--- config.mk ---
export PLATFORM = sky130hd
export DESIGN_NAME = uart_8250_tx
export DESIGN_NICKNAME = d
export VERILOG_FILES = /design/src/rtl/uart_8250_pkg.sv /design/src/rtl/uart_8250_baud_gen.sv /design/src/rtl/uart_8250_tx.sv
export SDC_FILE = /design/constraint.sdc
export NUM_CORES = 1
export LEC_CHECK = 0
export ABC_AREA = 1
export BUFFER_PORTS_ARGS = -buffer_cell sky130_fd_sc_hd__buf_2
export CAP_MARGIN = 30
export CORE_MARGIN = 3
export CORE_UTILIZATION = 50
export CTS_BUF_LIST = sky130_fd_sc_hd__clkbuf_16
export CTS_CLUSTER_DIAMETER = 30
export DETAILED_ROUTE_END_ITERATION = 6
export GPL_ROUTABILITY_DRIVEN = 0
export PLACE_DENSITY = 0.68
export SLEW_MARGIN = 20
export SYNTH_ARGS = -nofsm -noshare
export SYNTH_HDL_FRONTEND = slang
export SYNTH_SLANG_ARGS = --single-unit
export TNS_END_PERCENT = 20
--- constraint.sdc ---
create_clock -name CLK_I -period 7.6 [get_ports CLK_I]
set_clock_uncertainty 0.2 [all_clocks]
set_input_delay 0.38 -clock CLK_I [delete_from_list [all_inputs] [get_ports CLK_I]]
set_output_delay 0.38 -clock CLK_I [all_outputs]
set_load 0.02 [all_outputs]
--- src/rtl/uart_8250_pkg.sv ---
// Shared definitions for the 8250-style UART: LCR field layout, transmit
// FSM states, oversampling and stop-length constants, frame helpers.
package uart_8250_pkg;

    // LCR[6:0] bit positions
    localparam int LCR_WLS_LSB = 0;
    localparam int LCR_STB_BIT = 2;
    localparam int LCR_PEN_BIT = 3;
    localparam int LCR_EPS_BIT = 4;
    localparam int LCR_SP_BIT  = 5;
    localparam int LCR_BC_BIT  = 6;

    // Packed view of LCR[6:0], MSB first so a cast from the raw bus lines up
    typedef struct packed {
        logic       bc;
        logic       sp;
        logic       eps;
        logic       pen;
        logic       stb;
        logic [1:0] wls;
    } lcr_t;

    typedef enum logic [2:0] {
        ST_IDLE,
        ST_START,
        ST_DATA,
        ST_PARITY,
        ST_STOP
    } tx_state_e;

    localparam int OVERSAMPLE      = 16;
    localparam int STOP_TICKS_1    = 16;
    localparam int STOP_TICKS_1P5  = 24;
    localparam int STOP_TICKS_2    = 32;

    // Stop length in baud ticks; 1.5 stop bits only exist for 5-bit words
    function automatic logic [5:0] stop_ticks(input lcr_t l);
        if (!l.stb)
            return 6'(STOP_TICKS_1);
        else if (l.wls == 2'b00)
            return 6'(STOP_TICKS_1P5);
        else
            return 6'(STOP_TICKS_2);
    endfunction

    // Parity over the low 5+WLS data bits; stick parity sends ~EPS
    function automatic logic parity_bit(input logic [7:0] data, input lcr_t l);
        logic [7:0] mask;
        logic       x;
        case (l.wls)
            2'b00:   mask = 8'h1F;
            2'b01:   mask = 8'h3F;
            2'b10:   mask = 8'h7F;
            default: mask = 8'hFF;
        endcase
        x = ^(data & mask);
        if (l.sp)
            return ~l.eps;
        else if (l.eps)
            return x;
        else
            return ~x;
    endfunction

endpackage

--- src/rtl/uart_8250_baud_gen.sv ---
// Baud tick generator: one-cycle pulse every div clocks, restarts its count
// whenever the divisor changes, silent while div is zero.
module uart_8250_baud_gen (
    input  logic        clk,
    input  logic        rst,
    input  logic [15:0] div,
    output logic        tick
);

    logic [15:0] cnt_q;
    logic [15:0] div_q;

    // Divide-by-div counter with reload on divisor change
    // NOTE: state registers use non-blocking assignments so every flop samples pre-edge values.
    always_ff @(posedge clk) begin
        if (rst) begin
            cnt_q <= '0;
            div_q <= '0;
            tick  <= 1'b0;
        end else begin
            div_q <= div;
            tick  <= 1'b0;
            if (div != div_q) begin
                cnt_q <= '0;
            end else if (div != 16'd0) begin
                if (cnt_q == div - 16'd1) begin
                    cnt_q <= '0;
                    tick  <= 1'b1;
                end else begin
                    cnt_q <= cnt_q + 16'd1;
                end
            end
        end
    end

endmodule

--- src/rtl/uart_8250_tx.sv ---
// 8250-style UART transmitter: holding register (or FIFO), frame FSM and a
// registered serial output. Define UART_8250_TX_FIFO_EN to replace the
// single holding register with a FIFO_DEPTH-entry transmit FIFO.
module uart_8250_tx
    import uart_8250_pkg::*;
#(
    parameter int FIFO_DEPTH = 16
) (
    input  logic        CLK_I,
    input  logic        RST_I,
    input  logic [15:0] DIV_I,
    input  logic [6:0]  LCR_I,
    input  logic        THR_WE_I,
    input  logic [7:0]  THR_DAT_I,
    output logic        THRE_O,
    output logic        TEMT_O,
    output logic        TXD_O
);

    lcr_t      lcr;
    logic      tick;
    logic      hold_valid;
    logic [7:0] hold_data;
    logic      load;

    tx_state_e state_q, state_d;
    logic [5:0] tick_cnt_q;
    logic [2:0] bit_cnt_q;
    logic [2:0] last_bit_q;
    logic [5:0] stop_len_q;
    logic       pen_q;
    logic       parity_q;
    logic [7:0] shift_q;
    logic       txd_q;
    logic       idle_q;
    logic [5:0] bit_len;
    logic       bit_done;
    logic       line;

    assign lcr = lcr_t'(LCR_I);

    uart_8250_baud_gen u_baud_gen (
        .clk  (CLK_I),
        .rst  (RST_I),
        .div  (DIV_I),
        .tick (tick)
    );

`ifdef UART_8250_TX_FIFO_EN
    localparam int AW = $clog2(FIFO_DEPTH);

    logic [7:0]  fifo_mem [FIFO_DEPTH];
    logic [AW:0] wr_ptr_q, rd_ptr_q;
    logic        fifo_full;
    logic        push;

    assign hold_valid = (wr_ptr_q != rd_ptr_q);
    assign fifo_full  = (wr_ptr_q[AW] != rd_ptr_q[AW]) &&
                        (wr_ptr_q[AW-1:0] == rd_ptr_q[AW-1:0]);
    assign push       = THR_WE_I && !fifo_full;
    assign hold_data  = fifo_mem[rd_ptr_q[AW-1:0]];

    // FIFO pointers; a write while full is dropped
    always_ff @(posedge CLK_I) begin
        if (RST_I) begin
            wr_ptr_q <= '0;
            rd_ptr_q <= '0;
        end else begin
            if (push) wr_ptr_q <= wr_ptr_q + 1'b1;
            if (load) rd_ptr_q <= rd_ptr_q + 1'b1;
        end
    end

    // FIFO storage
    // NOTE: storage is not reset; the pointers alone decide which entries are valid.
    always_ff @(posedge CLK_I) begin
        if (push && !RST_I) fifo_mem[wr_ptr_q[AW-1:0]] <= THR_DAT_I;
    end
`else
    logic hold_valid_q;
    logic unused_fifo_depth;

    // FIFO_DEPTH has no meaning for the single holding register
    assign unused_fifo_depth = (FIFO_DEPTH != 0);
    assign hold_valid        = hold_valid_q;

    // Holding register flag; a new write wins over the shifter load
    always_ff @(posedge CLK_I) begin
        if (RST_I)
            hold_valid_q <= 1'b0;
        else if (THR_WE_I)
            hold_valid_q <= 1'b1;
        else if (load)
            hold_valid_q <= 1'b0;
    end

    // Holding register data; a write while full overwrites the held byte
    always_ff @(posedge CLK_I) begin
        if (THR_WE_I && !RST_I) hold_data <= THR_DAT_I;
    end
`endif

    // State register
    always_ff @(posedge CLK_I) begin
        if (RST_I) state_q <= ST_IDLE;
        else       state_q <= state_d;
    end

    // Next state, shifter load request and current line level
    // NOTE: every always_comb output gets a default first so no latch is inferred.
    always_comb begin
        state_d  = state_q;
        load     = 1'b0;
        line     = 1'b1;
        bit_len  = (state_q == ST_STOP) ? stop_len_q : 6'(OVERSAMPLE);
        bit_done = tick && (tick_cnt_q == bit_len - 6'd1);
        case (state_q)
            ST_IDLE: begin
                if (hold_valid) begin
                    state_d = ST_START;
                    load    = 1'b1;
                end
            end
            ST_START: begin
                line = 1'b0;
                if (bit_done) state_d = ST_DATA;
            end
            ST_DATA: begin
                line = shift_q[0];
                if (bit_done && bit_cnt_q == last_bit_q)
                    state_d = pen_q ? ST_PARITY : ST_STOP;
            end
            ST_PARITY: begin
                line = parity_q;
                if (bit_done) state_d = ST_STOP;
            end
            ST_STOP: begin
                if (bit_done) begin
                    if (hold_valid) begin
                        state_d = ST_START;
                        load    = 1'b1;
                    end else begin
                        state_d = ST_IDLE;
                    end
                end
            end
            default: state_d = ST_IDLE;
        endcase
    end

    // Frame datapath: latch frame format on load, count ticks and bits, drive TXD
    always_ff @(posedge CLK_I) begin
        if (RST_I) begin
            tick_cnt_q <= '0;
            bit_cnt_q  <= '0;
            last_bit_q <= '0;
            stop_len_q <= 6'(STOP_TICKS_1);
            pen_q      <= 1'b0;
            parity_q   <= 1'b0;
            shift_q    <= '0;
            txd_q      <= 1'b1;
            idle_q     <= 1'b1;
        end else begin
            // Break overrides the line at once but leaves the FSM running
            txd_q  <= lcr.bc ? 1'b0 : line;
            idle_q <= (state_q == ST_IDLE) && (state_d == ST_IDLE);
            if (load) begin
                shift_q    <= hold_data;
                last_bit_q <= {1'b1, lcr.wls};
                stop_len_q <= stop_ticks(lcr);
                pen_q      <= lcr.pen;
                parity_q   <= parity_bit(hold_data, lcr);
                tick_cnt_q <= '0;
                bit_cnt_q  <= '0;
            end else if (state_q != ST_IDLE && tick) begin
                if (bit_done) begin
                    tick_cnt_q <= '0;
                    if (state_q == ST_DATA) begin
                        bit_cnt_q <= bit_cnt_q + 3'd1;
                        shift_q   <= {1'b0, shift_q[7:1]};
                    end
                end else begin
                    tick_cnt_q <= tick_cnt_q + 6'd1;
                end
            end
        end
    end

    assign TXD_O  = txd_q;
    assign THRE_O = !hold_valid;
    assign TEMT_O = idle_q && !hold_valid;

endmodule

======== Word-level counts from Yosys, hierarchy flattened ========
Index checks and enable logic that the tools add are counted.
operators by class
  add/sub/neg operators ................... 5
  eq/ne operators ......................... 10
  muxes and demuxes ....................... 30
  bitwise logic cells ..................... 4
  reductions and logical operators ........ 23
operators by type and width
  kind                                                                  count
  8-bit two-way mux                                                     6
  6-bit two-way mux                                                     4
  8-bit case mux with 3 select lines                                    1
  3-bit two-way mux                                                     6
  16-bit by 1-bit adder with 16-bit output, second input constant       1
  16-bit == test                                                        1
  16-bit two-way mux                                                    1
  16-bit != test                                                        1
  16-bit nonzero test                                                   1
  16-bit by 1-bit subtractor with 16-bit output, second input constant  1
  3-bit case mux with 5 select lines                                    1
  1-bit two-way mux                                                     9
  8-bit bitwise AND                                                     1
  2-bit nonzero test                                                    4
  8-bit XOR reduction                                                   1
  6-bit by 1-bit adder with 6-bit output, second input constant         1
  3-bit by 2-bit == test with 1-bit output, second input constant       2
  6-bit == test                                                         1
  1-bit logical AND                                                     6
  3-bit zero test                                                       2
  3-bit AND reduction                                                   2
  6-bit by 1-bit subtractor with 6-bit output, second input constant    1
  2-bit OR reduction                                                    2
  3-bit by 1-bit adder with 3-bit output, second input constant         1
  12 further kinds                                                      15
storage, ports and cells
  register bits ........................... 75
  bits of input ports ..................... 34
  output and inout port bits .............. 3
  word-level logic and storage cells ...... 87

======== Longest topological paths before layout ========
  word-level depth ........................ 14
  depth in mapped cells ................... 16
  gate-level depth less buffers ........... 16

======== Cells and area by module ========
From an unflattened synthesis, not the netlist that was laid out.
second synthesis, totals
  cell total of the unflattened synthesis .. 627
  area total of the unflattened synthesis .. 4375.4 um^2
by module, submodules not included
  module              instances  cells each  area each (um^2)
  uart_8250_baud_gen  1          354         2311.0
  uart_8250_tx        1          273         2064.5

======== Worst setup path before layout ========
OpenSTA, ideal clock, no wires.
  path type ............................... register to register
  from .................................... register state_q[2]
  to ...................................... register shift_q[6]
  library setup time ...................... 130 ps
  data arrival time ....................... 2031 ps
  path slack .............................. 5239 ps
  stages on the path, launching flop included .. 14
  cells stage by stage .................... dfxtp_1 -> inv_1 -> nor2_4 -> nand2_2 -> ha_1 -> xnor2_1 -> nor2_1 -> inv_1 -> nor2_1 -> nand4_2 -> nand2_2 -> inv_2 -> nand2_1 -> a21oi_1
on the way
  word-level cells in the longest chain between the ends .. 9
  elaborated cells on any way between the ends .. 16
  classes of those cells .................. add/sub (1); eq/ne (3); mux (4); reduce/logical (8)
RTL lines
  item                                         line                                      RTL
  start, declared                              uart_8250_tx.sv:26                        tx_state_e state_q, state_d;
  start signal, assigned                       uart_8250_tx.sv:106                       else state_q <= state_d;
  3-bit == test                                uart_8250_tx.sv:115, uart_8250_tx.sv:117
  6-bit two-way mux                            uart_8250_tx.sv:115                       bit_len = (state_q == ST_STOP) ? stop_len_q : 6'(OVERSAMPLE);
  6-bit by 1-bit subtractor with 6-bit output  uart_8250_tx.sv:116                       bit_done = tick && (tick_cnt_q == bit_len - 6'd1);
  6-bit == test                                uart_8250_tx.sv:116
  1-bit logical AND                            uart_8250_tx.sv:116
  1-bit two-way mux                            uart_8250_tx.sv:138                       if (bit_done) begin
  1-bit case mux with 2 select lines           uart_8250_tx.sv:117                       case (state_q)
  2-bit nonzero test (no source line)          -
  3-bit AND reduction (no source line)         -
  end signal, assigned                         uart_8250_tx.sv:168                       shift_q <= hold_data;
  end signal, assigned                         uart_8250_tx.sv:180                       shift_q <= {1'b0, shift_q[7:1]};
  end, declared                                uart_8250_tx.sv:33                        logic [7:0] shift_q;
Several ways; a longest one is shown, not always the timed one.
A chain may end at the register's enable or synchronous reset.

======== Final worst setup path ========
  from .................................... register state_q[2]
  to ...................................... register stop_len_q[4]
on the way
  word-level cells in the longest chain between the ends .. 7
  elaborated cells on any way between the ends .. 8
  classes of those cells .................. add/sub (1); eq/ne (2); mux (3); reduce/logical (2)
RTL lines
  item                                         line                                      RTL
  3-bit == test                                uart_8250_tx.sv:115, uart_8250_tx.sv:117
  6-bit two-way mux                            uart_8250_tx.sv:115
  6-bit by 1-bit subtractor with 6-bit output  uart_8250_tx.sv:116
  6-bit == test                                uart_8250_tx.sv:116
  1-bit logical AND                            uart_8250_tx.sv:116
  1-bit two-way mux                            uart_8250_tx.sv:138
  1-bit case mux with 2 select lines *         uart_8250_tx.sv:117
  end signal, assigned                         uart_8250_tx.sv:157                       stop_len_q <= 6'(STOP_TICKS_1);
  end signal, assigned                         uart_8250_tx.sv:170                       stop_len_q <= stop_ticks(lcr);
  end, declared                                uart_8250_tx.sv:30                        logic [5:0] stop_len_q;
Mark *: on every way between the ends. The rest lies on a longest branch, timed or not.

==> flow_metrics.py <==
metrics = {
    "logic_synthesis": {
        "muxShareOfSynthArea_pct": 0,
        "synth-seq-cells": 72,
        "synth-simple-area-share_pct": 34.8,
        "synth_top_family_by_area": "simple AND/OR/NAND/NOR gates",
        "yosysWarningCount": 0,
        "synth.cell_area_um2": 4090,
        "ys_async_sr_fraction_pct": 0,
        "synth-xor-area-share_pct": 9.17,
        "ys_types": 38,
        "ys_seq_area_share_pct": 37.2,
        "syn_inst": 586,
        "synth_compound_area_share_pct": 8.35,
        "synth_top_flop_cell": "dfxtp_1",
        "syn-num-nets": 626,
        "synth-edff-count": 8,
        "syn_avg_cell_area_um2": 6.98,
        "synth_fa_ha_area_share_pct": 1.83,
    },
    "clocking": {
        "cts.hold.buffers_added": 0,
        "cts_tree": "yes",
        "clkTransAtPathRegs_ns": 0.06,
        "max-clock-path-buffers": 2,
        "cts_max_level": 3,
        "cts_buffers": 9,
        "cts-root-buf": "clkbuf_16",
        "postCtsResizedCells": 0,
        "clock_sinks": 72,
        "clk_latency_ns": 0.33,
        "post_cts_buffers": 0,
    },
    "cells_and_area": {
        "final_cell_mix": "127 x nand2_1, 90 x nor2_1, 79 x inv_1, 64 x dfxtp_1, 42 x nand3_1",
        "syn_to_final_growth_pct": 14.2,
        "seq_area_um2": 1520,
        "nFillCells": 788,
        "antenna_cells": 0,
        "finalNetCount": 665,
        "final_common_cell": "nand2_1",
        "drive_above_1_share_pct": 13.0,
        "multi_input_area_um2": 2220,
    },
    "floorplan": {
        "ios": 37,
        "die-width_um": 96.5,
        "die_area_um2": 9300,
        "die_h_um": 96.5,
        "start_util_pct": 52.1,
        "rows": 32,
        "core_region_area_um2": 7850,
    },
    "sta": {
        "tns_ns": 0,
        "hold_viol": 0,
        "post-route-period-util_pct": 36.2,
        "finalMaxSlewViolations": 0,
        "tightestPinTransition_ns": 0.725,
        "layout_min_cycle_time_ns": 2.75,
        "finalSetupViolations": 0,
        "maxSlewHeadroom_pct": 51.5,
        "holdWs_ns": 0.0254,
        "rsz0062_at_grt": "no",
        "max_freq_ghz": 0.363,
    },
    "routing": {
        "route.detailed.drc": 0,
        "num_vias": 3745,
        "via_per_inst": 5.12,
        "drt_pass1_iterations": 5,
        "wire_per_inst_um": 12.7,
        "wirelength_um": 9310,
        "first_iter_violations": 103,
        "ant_nets": 0,
    },
    "setup_path": {
        "crit_type": "flop to flop",
        "cpPeakStageDelay_ns": 0.42,
        "worstPathRequired_ns": 7.63,
        "cp.arrival_ns": 2.78,
        "crit_path_max_fanout": 17,
        "crit_path_start": "state_q[2]",
        "rr_worst_depth": 13,
        "rr_startpoint": "state_q[2]",
        "r2r_slack_ns": 4.85,
        "crit_slowest_cell": "dfxtp_1",
        "cp_cell_sequence": "inv_1, nor2_4, inv_1, nor2_1, ha_1, xor2_1, xor2_2, nand3_4, nand2_4, nand2_4, inv_2, nand4_1, o21a_1",
        "crit_path_end_kind": "flop",
        "start_kind": "flop",
    },
    "hold_path": {
        "hp-class": "primary input to flop",
        "hold_depth": 1,
        "worstHoldStart": "THR_DAT_I[1]",
    },
    "grt": {
        "grt_max_degree": 28,
        "grtUsageTotal_pct": 22.1,
        "grt_pass1_vias": 3578,
        "grt-ovfl-total": 0,
        "grt_pass1_wl_um": 15900,
        "antenna_found_initial": 0,
    },
    "pwr": {
        "power_density_nw_per_um2": 206,
        "seq_power_share_pct": 42.7,
        "leakagePower_uw": 0.00202,
        "ir_drop_v": 0.0000969,
        "p_int_uw": 726,
        "p_comb_share_pct": 10.6,
        "p_clk_share_pct": 46.7,
        "p_sw_share_pct": 24.6,
        "p_sw_uw": 237,
    },
    "placed_design": {
        "hpwlAfterDp_um": 7340,
        "io_buffers": 36,
    },
    "flow_run": {
        "max-cap-violations": 0,
    },
    "run_status": {
        "outcome": "finished, final reports clean",
    },
}
==> path summary, 6_finish.rpt <==
kind / end
max: stop_len_q[4]
min: hold_data[1]
min reg2reg: shift_q[7]
max reg2reg: stop_len_q[4]
==> synthesized netlist by cell type (2+ instances only) <==
master / instances / share of area, %
ha_1: 6 / 1.8
inv_1: 78 / 7.2
o21ai_0: 28 / 3.4
o22ai_1: 5 / 0.76
nand2_1: 127 / 12
nand2_4: 3 / 0.83
clkbuf_1: 4 / 0.37
nor2_2: 6 / 0.92
nor2_1: 90 / 8.3
or2_2: 3 / 0.46
buf_6: 2 / 0.55
dfxtp_1: 64 / 31
nand2_2: 6 / 0.92
xor2_1: 22 / 4.7
inv_2: 3 / 0.28
nor3_1: 6 / 0.73
o21ai_1: 2 / 0.24
nand4_1: 16 / 2.4
nor2_4: 5 / 1.4
xnor2_1: 19 / 4.1
edfxtp_1: 8 / 5.9
a21oi_1: 26 / 3.2
nand3_1: 42 / 5.1
==> cells by family after synthesis <==
| logic type | Yosys count |
|---|---|
| compound gates | 65 |
| buf+inv | 89 |
| simple gates | 312 |
| xor+xnor | 42 |
| fa+ha+maj | 6 |
| flops | 72 |
==> power groups by stage <==
stage / clock network, µW / logic [µW] / registers (µW)
2_1_floorplan: 0 / 72.9 / 417
3_3_place_gp: 0 / 99.2 / 419
3_5_place_dp: 0 / 102 / 419
4_1_cts: 459 / 102 / 411
5_1_grt: 476 / 117 / 413
6_report: 450 / 102 / 412
==> area by class of cell <==
class                           count  area share [%]
Clock inverter                      7            2.09
Tap cell                          102            2.73
Multi-Input combinational cell    425            47.4
Clock buffer                        9            4.82
Timing Repair Buffer               36            3.86
Sequential cell                    72            32.6
Inverter                           81            6.51
==> metal layers <==
metal / GRT usage, % / up-vias / part of all wire (%)
met5: 0 / - / 0
met4: 9.35 / 0 / 3.2
met3: 5.03 / 25 / 3.7
met2: 40.1 / 76 / 52
met1: 24.6 / 1703 / 41
li1: - / 1941 / -
==> registers in the layout (all words and copies together) (netlist names) <==
signal,cells
parity_q,1
idle_q,1
state_q,3
u_baud_gen.tick,1
u_baud_gen.cnt_q,16
shift_q,8
hold_valid,1
stop_len_q,3
hold_data,8
pen_q,1
u_baud_gen.div_q,16
bit_cnt_q,3
TXD_O,1
tick_cnt_q,6
last_bit_q,3
==> through the flow <==
stage	total power, µW	util [%]	cells	setup slack, ns	instance area [µm²]
2_1_floorplan	490	-	586	5.24	4090
3_3_place_gp	518	55.4	716	5.02	4350
3_5_place_dp	522	55.4	716	4.87	4350
4_1_cts	973	59.6	732	4.85	4670
5_1_grt	1010	59.6	732	4.62	4670
6_report	964	59.6	732	4.85	4670
==> critical path, delay by kind of cell (launching register included) <==
| family | cells | cell delay, ns |
|---|---|---|
| flip-flops | 1 | 0.42 |
| buffers and inverters | 3 | 0.41 |
| XOR/XNOR | 2 | 0.53 |
| adder cells (fa/ha/maj) | 1 | 0.16 |
| AND/OR/NAND/NOR | 6 | 0.79 |
| AO/OA/AOI/OAI | 1 | 0.14 |
Note: power is estimated with default switching activity, not from simulation.
